$ cat src/rtl/mips_16_defs.sv
// Shared loader definitions: PC width, sync byte and FSM state encodings.
// LOADER_CHECKSUM_EN adds the CHK state used by the optional trailing checksum.
`ifndef PC_WIDTH
`define PC_WIDTH 8
`endif

package mips_16_defs;

    localparam logic [7:0] SYNC_BYTE = 8'hA5;

    // Encodings stay fixed with or without CHK so debug views are comparable.
    typedef enum logic [3:0] {
        ST_IDLE    = 4'd0,
        ST_LEN_HI  = 4'd1,
        ST_LEN_LO  = 4'd2,
        ST_WORD_HI = 4'd3,
        ST_WORD_LO = 4'd4,
`ifdef LOADER_CHECKSUM_EN
        ST_CHK     = 4'd5,
`endif
        ST_RUN     = 4'd6,
        ST_ERR     = 4'd7
    } state_t;

endpackage

$ cat src/rtl/mips_16_prog_loader.sv
// Byte-stream program loader: A5, length (BE), N 16-bit words, optional XOR byte.
// Holds the core in reset while loading. Macro LOADER_CHECKSUM_EN enables the checksum.
// Handshake: a byte transfers on a rising edge where byte_valid and byte_ready are both 1.
module mips_16_prog_loader
    import mips_16_defs::*;
#(
    parameter int MAX_WORDS = 256
) (
    input  logic                  clk,
    input  logic                  rst,
    input  logic                  byte_valid,
    input  logic [7:0]            byte_data,
    output logic                  byte_ready,
    output logic                  imem_wr_en,
    output logic [`PC_WIDTH-1:0]  imem_wr_addr,
    output logic [15:0]           imem_wr_data,
    output logic                  core_rst,
    output logic                  loaded,
    output logic                  error,
    output logic [3:0]            dbg_state
);

    localparam int          CW    = $clog2(MAX_WORDS + 1);
    localparam logic [31:0] MAX_U = MAX_WORDS;

    state_t                 r_state;
    logic [7:0]             r_len_hi;
    logic [7:0]             r_word_hi;
    logic [CW-1:0]          r_left;
    logic [`PC_WIDTH-1:0]   r_addr;

    logic                   w_fire;
    logic                   w_sync;
    logic [15:0]            w_len;
    logic                   w_len_over;

    assign w_fire     = byte_valid & byte_ready;
    assign w_sync     = (byte_data == SYNC_BYTE);
    assign w_len      = {r_len_hi, byte_data};
    assign w_len_over = ({16'd0, w_len} > MAX_U);
    assign dbg_state  = r_state;

`ifdef LOADER_CHECKSUM_EN
    logic [7:0] r_xor;

    always_ff @(posedge clk or posedge rst) begin
        if (rst) begin
            r_xor <= 8'h00;
        end else if (w_fire) begin
            if (r_state == ST_LEN_HI || r_state == ST_LEN_LO ||
                r_state == ST_WORD_HI || r_state == ST_WORD_LO) begin
                r_xor <= r_xor ^ byte_data;
            end else if (w_sync && (r_state == ST_IDLE || r_state == ST_RUN ||
                                    r_state == ST_ERR)) begin
                r_xor <= 8'h00;
            end
        end
    end
`endif

    always_ff @(posedge clk or posedge rst) begin
        if (rst) begin
            r_state      <= ST_IDLE;
            r_len_hi     <= 8'h00;
            r_word_hi    <= 8'h00;
            r_left       <= '0;
            r_addr       <= '0;
            byte_ready   <= 1'b0;
            imem_wr_en   <= 1'b0;
            imem_wr_addr <= '0;
            imem_wr_data <= 16'h0000;
            core_rst     <= 1'b1;
            loaded       <= 1'b0;
            error        <= 1'b0;
        end else begin
            byte_ready <= 1'b1;
            imem_wr_en <= 1'b0;
            if (w_fire) begin
                case (r_state)
                    ST_IDLE: begin
                        if (w_sync) begin
                            r_state <= ST_LEN_HI;
                            r_addr  <= '0;
                        end
                    end
                    ST_LEN_HI: begin
                        r_len_hi <= byte_data;
                        r_state  <= ST_LEN_LO;
                    end
                    ST_LEN_LO: begin
                        r_left <= w_len[CW-1:0];
                        if (w_len_over) begin
                            r_state <= ST_ERR;
                            error   <= 1'b1;
                        end else if (w_len == 16'd0) begin
`ifdef LOADER_CHECKSUM_EN
                            r_state  <= ST_CHK;
`else
                            r_state  <= ST_RUN;
                            core_rst <= 1'b0;
                            loaded   <= 1'b1;
`endif
                        end else begin
                            r_state <= ST_WORD_HI;
                        end
                    end
                    ST_WORD_HI: begin
                        r_word_hi <= byte_data;
                        r_state   <= ST_WORD_LO;
                    end
                    ST_WORD_LO: begin
                        imem_wr_en   <= 1'b1;
                        imem_wr_addr <= r_addr;
                        imem_wr_data <= {r_word_hi, byte_data};
                        r_addr       <= r_addr + 1'b1;
                        r_left       <= r_left - 1'b1;
                        if (r_left == CW'(1)) begin
`ifdef LOADER_CHECKSUM_EN
                            r_state  <= ST_CHK;
`else
                            r_state  <= ST_RUN;
                            core_rst <= 1'b0;
                            loaded   <= 1'b1;
`endif
                        end else begin
                            r_state <= ST_WORD_HI;
                        end
                    end
`ifdef LOADER_CHECKSUM_EN
                    ST_CHK: begin
                        if (byte_data == r_xor) begin
                            r_state  <= ST_RUN;
                            core_rst <= 1'b0;
                            loaded   <= 1'b1;
                        end else begin
                            r_state <= ST_ERR;
                            error   <= 1'b1;
                        end
                    end
`endif
                    // Only a fresh sync byte leaves RUN/ERR; everything else is ignored.
                    ST_RUN, ST_ERR: begin
                        if (w_sync) begin
                            r_state  <= ST_LEN_HI;
                            core_rst <= 1'b1;
                            loaded   <= 1'b0;
                            error    <= 1'b0;
                            r_addr   <= '0;
                        end
                    end
                    default: r_state <= ST_IDLE;
                endcase
            end
        end
    end

endmodule

$ cat config.mk
export PLATFORM = sky130hd
export DESIGN_NAME = mips_16_prog_loader
export DESIGN_NICKNAME = d
export VERILOG_FILES = /design/src/rtl/mips_16_defs.sv /design/src/rtl/mips_16_prog_loader.sv
export SDC_FILE = /design/constraint.sdc
export NUM_CORES = 1
export LEC_CHECK = 0
export ABC_AREA = 1
export CAP_MARGIN = 10
export CORE_UTILIZATION = 49
export DETAILED_ROUTE_END_ITERATION = 10
export PLACE_DENSITY = 0.75
export SLEW_MARGIN = 40
export SYNTH_ARGS = -nofsm -noshare
export SYNTH_HDL_FRONTEND = slang
export SYNTH_SLANG_ARGS = --single-unit
$ cat constraint.sdc
create_clock -name clk -period 2.45 [get_ports clk]
set_input_delay 0.735 -clock clk [delete_from_list [all_inputs] [get_ports clk]]
set_output_delay 0.735 -clock clk [all_outputs]
set_load 0.01 [all_outputs]
---- Word-level counts from Yosys, hierarchy flattened ----
Index checks and enable logic that the tools add are counted.
storage, ports and cells
  flip-flop bits (word level) ............. 66
cells by class
  $add $sub $neg .......................... 2
  bitwise logic cells ..................... 1
  equality and inequality tests ........... 14
  multiplexer cells ....................... 22
  $lt $le $gt $ge ......................... 1
  reductions and logical operators ........ 16
operators by type and width
  cell                 number
  $pmux 4 s5           1
  $pmux 9 s2           1
  $gt 16x9->1 const B  1
  $logic_not 16->1     1
  $pmux 8 s2           1
  $eq 4x3->1 const B   3
  $mux 1               11
  $ne 2x2->1 const B   5
  $reduce_and 2->1     5
  $eq 9x1->1 const B   1
  $mux 3               3
  $sub 9x1->9 const B  1
  $add 8x1->8 const B  1
  $eq 4x2->1 const B   2
  $eq 8x8->1 const B   1
  $mux 8               1
  $pmux 1 s3           2
  $reduce_and 6->1     1
  $reduce_bool 2->1    3
  $eq 4x1->1 const B   1
  $logic_not 4->1      1
  $mux 4               1
  $reduce_and 4->1     1
  $reduce_and 3->1     1
  other kinds (6)      6

---- Logic depth before layout (Yosys ltp) ----
  depth after elaboration ................. 4
  depth in mapped cells ................... 11
  depth with buffers taken out ............ 11

---- Least setup slack after synthesis ----
Ideal clock, no wire load.
  path kind ............................... input to register
  start point ............................. input port byte_data[1]
  end point ............................... register r_addr[1]
  stages .................................. 7
  arrival time ............................ 1545 ps
  setup time .............................. 83 ps
  setup slack ............................. 822 ps
  path through ............................ inv_1 > nand2_1 > nor2_1 > nand3_1 > o21ai_2 > nand3_1 > o21ai_0
between the ends
  word-level cells in the longest chain between the ends .. 3
RTL lines
  element                            RTL line                    text
  from (decl)                        mips_16_prog_loader.sv:12   input logic [7:0] byte_data,
  $eq 8x8->1                         mips_16_prog_loader.sv:38   assign w_sync = (byte_data == SYNC_BYTE);
  $ne 2x1->1 (no source line)        -
  $reduce_and 3->1 (no source line)  -
  to (signal assigned)               mips_16_prog_loader.sv:115  r_addr <= r_addr + 1'b1;
  to (decl)                          mips_16_prog_loader.sv:30   logic [`PC_WIDTH-1:0] r_addr;
Every way passes these cells.
A chain may end at the register's enable or synchronous reset.

---- Worst setup path after layout ----
  start point ............................. register r_state[1] (netlist: dbg_state[1])
  end point ............................... output port dbg_state[1]
RTL lines
  element                 RTL line                   text
  from (decl)             mips_16_prog_loader.sv:26  state_t r_state;
  from (signal assigned)  mips_16_prog_loader.sv:63  r_state <= ST_IDLE;
  from (signal assigned)  mips_16_prog_loader.sv:82  r_state <= ST_LEN_HI;
  from (signal assigned)  mips_16_prog_loader.sv:88  r_state <= ST_LEN_LO;
  to (decl)               mips_16_prog_loader.sv:20  output logic [3:0] dbg_state
No word-level cell between the ends.

==> run_results.csv <==
group,metric,value,unit
run_status,outcome,"completed",
setup_path,cp-start-kind,"flop",
synth,syn_avg_cell_area,8.29,sq um
timing,tns,0,ps
detailed_routing,wire_per_inst,13.3,um
setup_path,crit_start,"dbg_state[1]",
final_layout,n_antenna_cell,0,
clock_tree,cts_resized,0,
placed_design,io_buffer_count,42,
setup_path,path_buf_inv,1,
setup_path,cp_max_fo,7,
worst_hold_path,hold_end,"core_rst",
detailed_routing,routed_wl,6730,um
worst_hold_path,hold_class,"reg2reg",
synth,ys_ff_latch,65,
final_layout,drive_above_1_share,11.3,%
pwr,power_density,1090,mW/mm^2
timing,finalCritPeriodShare,87.0,%
setup_path,end_kind,"output port",
final_layout,fin_cells,507,
placed_design,gp_congestion,0.863,
setup_path,reg2reg_depth,7,
timing,period_minus_slack,2130,ps
synth,synth_warnings,0,
synth,syn_nets,398,
setup_path,r2r_end,"r_left[6]",
timing,final_hold_viol_count,0,
synth,syn-cell-area,0.00318,sq mm
detailed_routing,route.detailed.drc,0,
clock_tree,cts-root-buf,"clkbuf_8",
synth,synth_commonest_cells,"nand2_1 (121), dfrtp_1 (64), inv_1 (37)",
worst_hold_path,hold_start,"core_rst",
placed_design,dp_slack,136,ps
timing,fin_skew,7.77,ps
grt,grt_max_degree,66,
setup_path,cp.required,1710,ps
synth,yosysSeqAreaShare,51.2,%
detailed_routing,vias,2626,
worst_hold_path,hold_depth,2,
pwr,ir_worst_vdd,0.490,mV
setup_path,path_cells,"clkdlybuf4s50_1",
synth,postSynth.asyncResetShare,100,%
clock_tree,cts.clk_slew.worst_paths,60,ps
setup_path,critPathKind,"reg2out",
clock_tree,numClockSinks,65,
grt,grt_first_pass_wirelength,11100,um
setup_path,slowest_stage,"clkdlybuf4s50_1",
timing,rsz0062_at_grt,"no",
detailed_routing,ant_nets,0,
clock_tree,ctsHoldBuffers,0,
clock_tree,htreeDepth,3,
timing,setup_violations,0,
grt,antenna_found_initial,0,
synth,synth_edf_count,0,
setup_path,crit_family,"buffers and inverters",
floorplanning,rows,28,
timing,finalMaxSlewViolations,0,
clock_tree,clock_latency,350,ps
clock_tree,cts_tree,"yes",
detailed_routing,first_pass_iters,4,
synth,synth_top_area_share,50.3,%
flow_run,maxCapViolCount,0,
final_layout,layout.nets,444,
floorplanning,start_util,52.2,%
detailed_routing,drt_iter0_markers,167,
final_layout,syn2layout_area_growth,20.2,%
final_layout,multi_input_area,0.00131,sq mm
floorplanning,top_level_ports,44,
clock_tree,post_cts_buffers,0,
floorplanning,die_y,82.6,um
synth,yosys.area.top_type,"dfrtp_1",
floorplanning,dieArea,0.00682,sq mm
floorplanning,die_x,82.6,um
setup_path,r2r_start,"dbg_state[1]",
synth,synth.distinct_cells,30,
pwr,leakage,1.87,nW
setup_path,reg2reg_slack,850,ps
synth,synth.most_common_cell,"nand2_1",
grt,track_usage,22.3,%
setup_path,max_stage_delay,580,ps
floorplanning,coreArea,0.00610,sq mm
setup_path,arrival,1400,ps
synth,postSynthCellCount,384,
final_layout,seq_area,0.00163,sq mm
final_layout,nFillCells,553,
clock_tree,cts_made_buffers,9,
placed_design,place_hpwl,4720,um
detailed_routing,vias_per_cell,5.18,
synth,netlist_top_cells_area,"dfrtp_1 (50%), nand2_1 (14%), o21ai_0 (4.9%), o21ai_2 (4.4%), inv_1 (4.4%)",
synth,ys.flop_type,"dfrtp_1",
grt,overflow,0,
timing,max_freq,469,MHz
timing,fin_ws,319,ps
grt,grt_pass1_vias,2444,
placed_design,placed_cells,494,
clock_tree,cts_max_path_buffers,2,
[cell type report]
| type | instances | share of cell area, % |
|---|---|---|
| clock buffer | 10 | 3.34 |
| clock inverter | 3 | 1.18 |
| inverter | 41 | 4.02 |
| multi-input combinational | 267 | 34.3 |
| sequential | 65 | 42.6 |
| tap | 75 | 2.45 |
| timing repair buffer | 46 | 12.1 |
[layout by cell type (no fill, tap or decap), types with 2 or more instances in the layout]
cell and count:
xor2_1 3, inv_2 5, o21ai_2 16, nor2_1 32, nor3_1 2, nand3_1 21, buf_4 3, dfrtp_1 64
o22ai_1 2, ha_1 3, o21ai_0 31, nand2_1 121, nor2_4 2, inv_1 36, conb_1 2, clkdlybuf4s50_1 42
clkinvlp_4 2, clkbuf_8 9, nand4_1 5, o211ai_1 2, o21ai_1 4, nand2_2 3, a21oi_1 11, nand2_4 2
[metal layers]
| layer | share of wire [%] | GRT usage, % | wire length [um] | vias to the layer above |
|---|---|---|---|---|
| li1 | - | - | - | 1317 |
| met1 | 48 | 29.6 | 3220 | 1239 |
| met5 | 0 | 0 | 0 | - |
| met2 | 46 | 34.8 | 3090 | 59 |
| met4 | 1.7 | 7.59 | 114 | 0 |
| met3 | 4.5 | 6.37 | 300 | 11 |
[registers in the layout, summed over array words and instances, names as in the netlist]
name          count
imem_wr_data     16
imem_wr_addr      8
dbg_state         3
core_rst          1
r_word_hi         8
byte_ready        1
error             1
r_len_hi          8
r_addr            8
imem_wr_en        1
r_left            9
loaded            1
[stage by stage]
step | power, W | instance area, sq um | hold WS, ps | util [%]
finish | 0.00418 | 3820 | 463 | 62.7
global route | 0.00449 | 3820 | 492 | 62.7
CTS | 0.00419 | 3820 | 466 | 62.7
detailed placement | 0.00333 | 3650 | 457 | 59.9
global placement | 0.00329 | 3650 | 453 | 59.9
floorplan | 0.00275 | 3180 | 449 | -
[cells by family after synthesis]
| family | share of synthesized area [%] |
|---|---|
| adders and majority gates | 1.18 |
| and+or+nand+nor | 25.5 |
| AOI/OAI and AO/OA | 13.5 |
| other | 0.236 |
| xor gates and xnor gates | 0.826 |
| buffers and inverters | 7.59 |
| DFF | 51.2 |
[power by group]
group | internal, W | total, W | switching, W
Sequential | 0.00147 | 0.00176 | 0.000295
Clock | 0.000453 | 0.000849 | 0.000396
Combinational | 0.000680 | 0.00156 | 0.000882
Total | 0.00260 | 0.00418 | 0.00157
[worst max path at each step]
stage	depth (start not counted)	slack, ps	end
after detailed placement	6	140	r_len_hi[3]
final	1	320	dbg_state[1]
after floorplan	1	90	byte_ready
after CTS	1	300	dbg_state[1]
after global placement	8	170	r_addr[1]
after global routing	1	240	dbg_state[1]
Note: power is estimated with default switching activity, not from simulation.
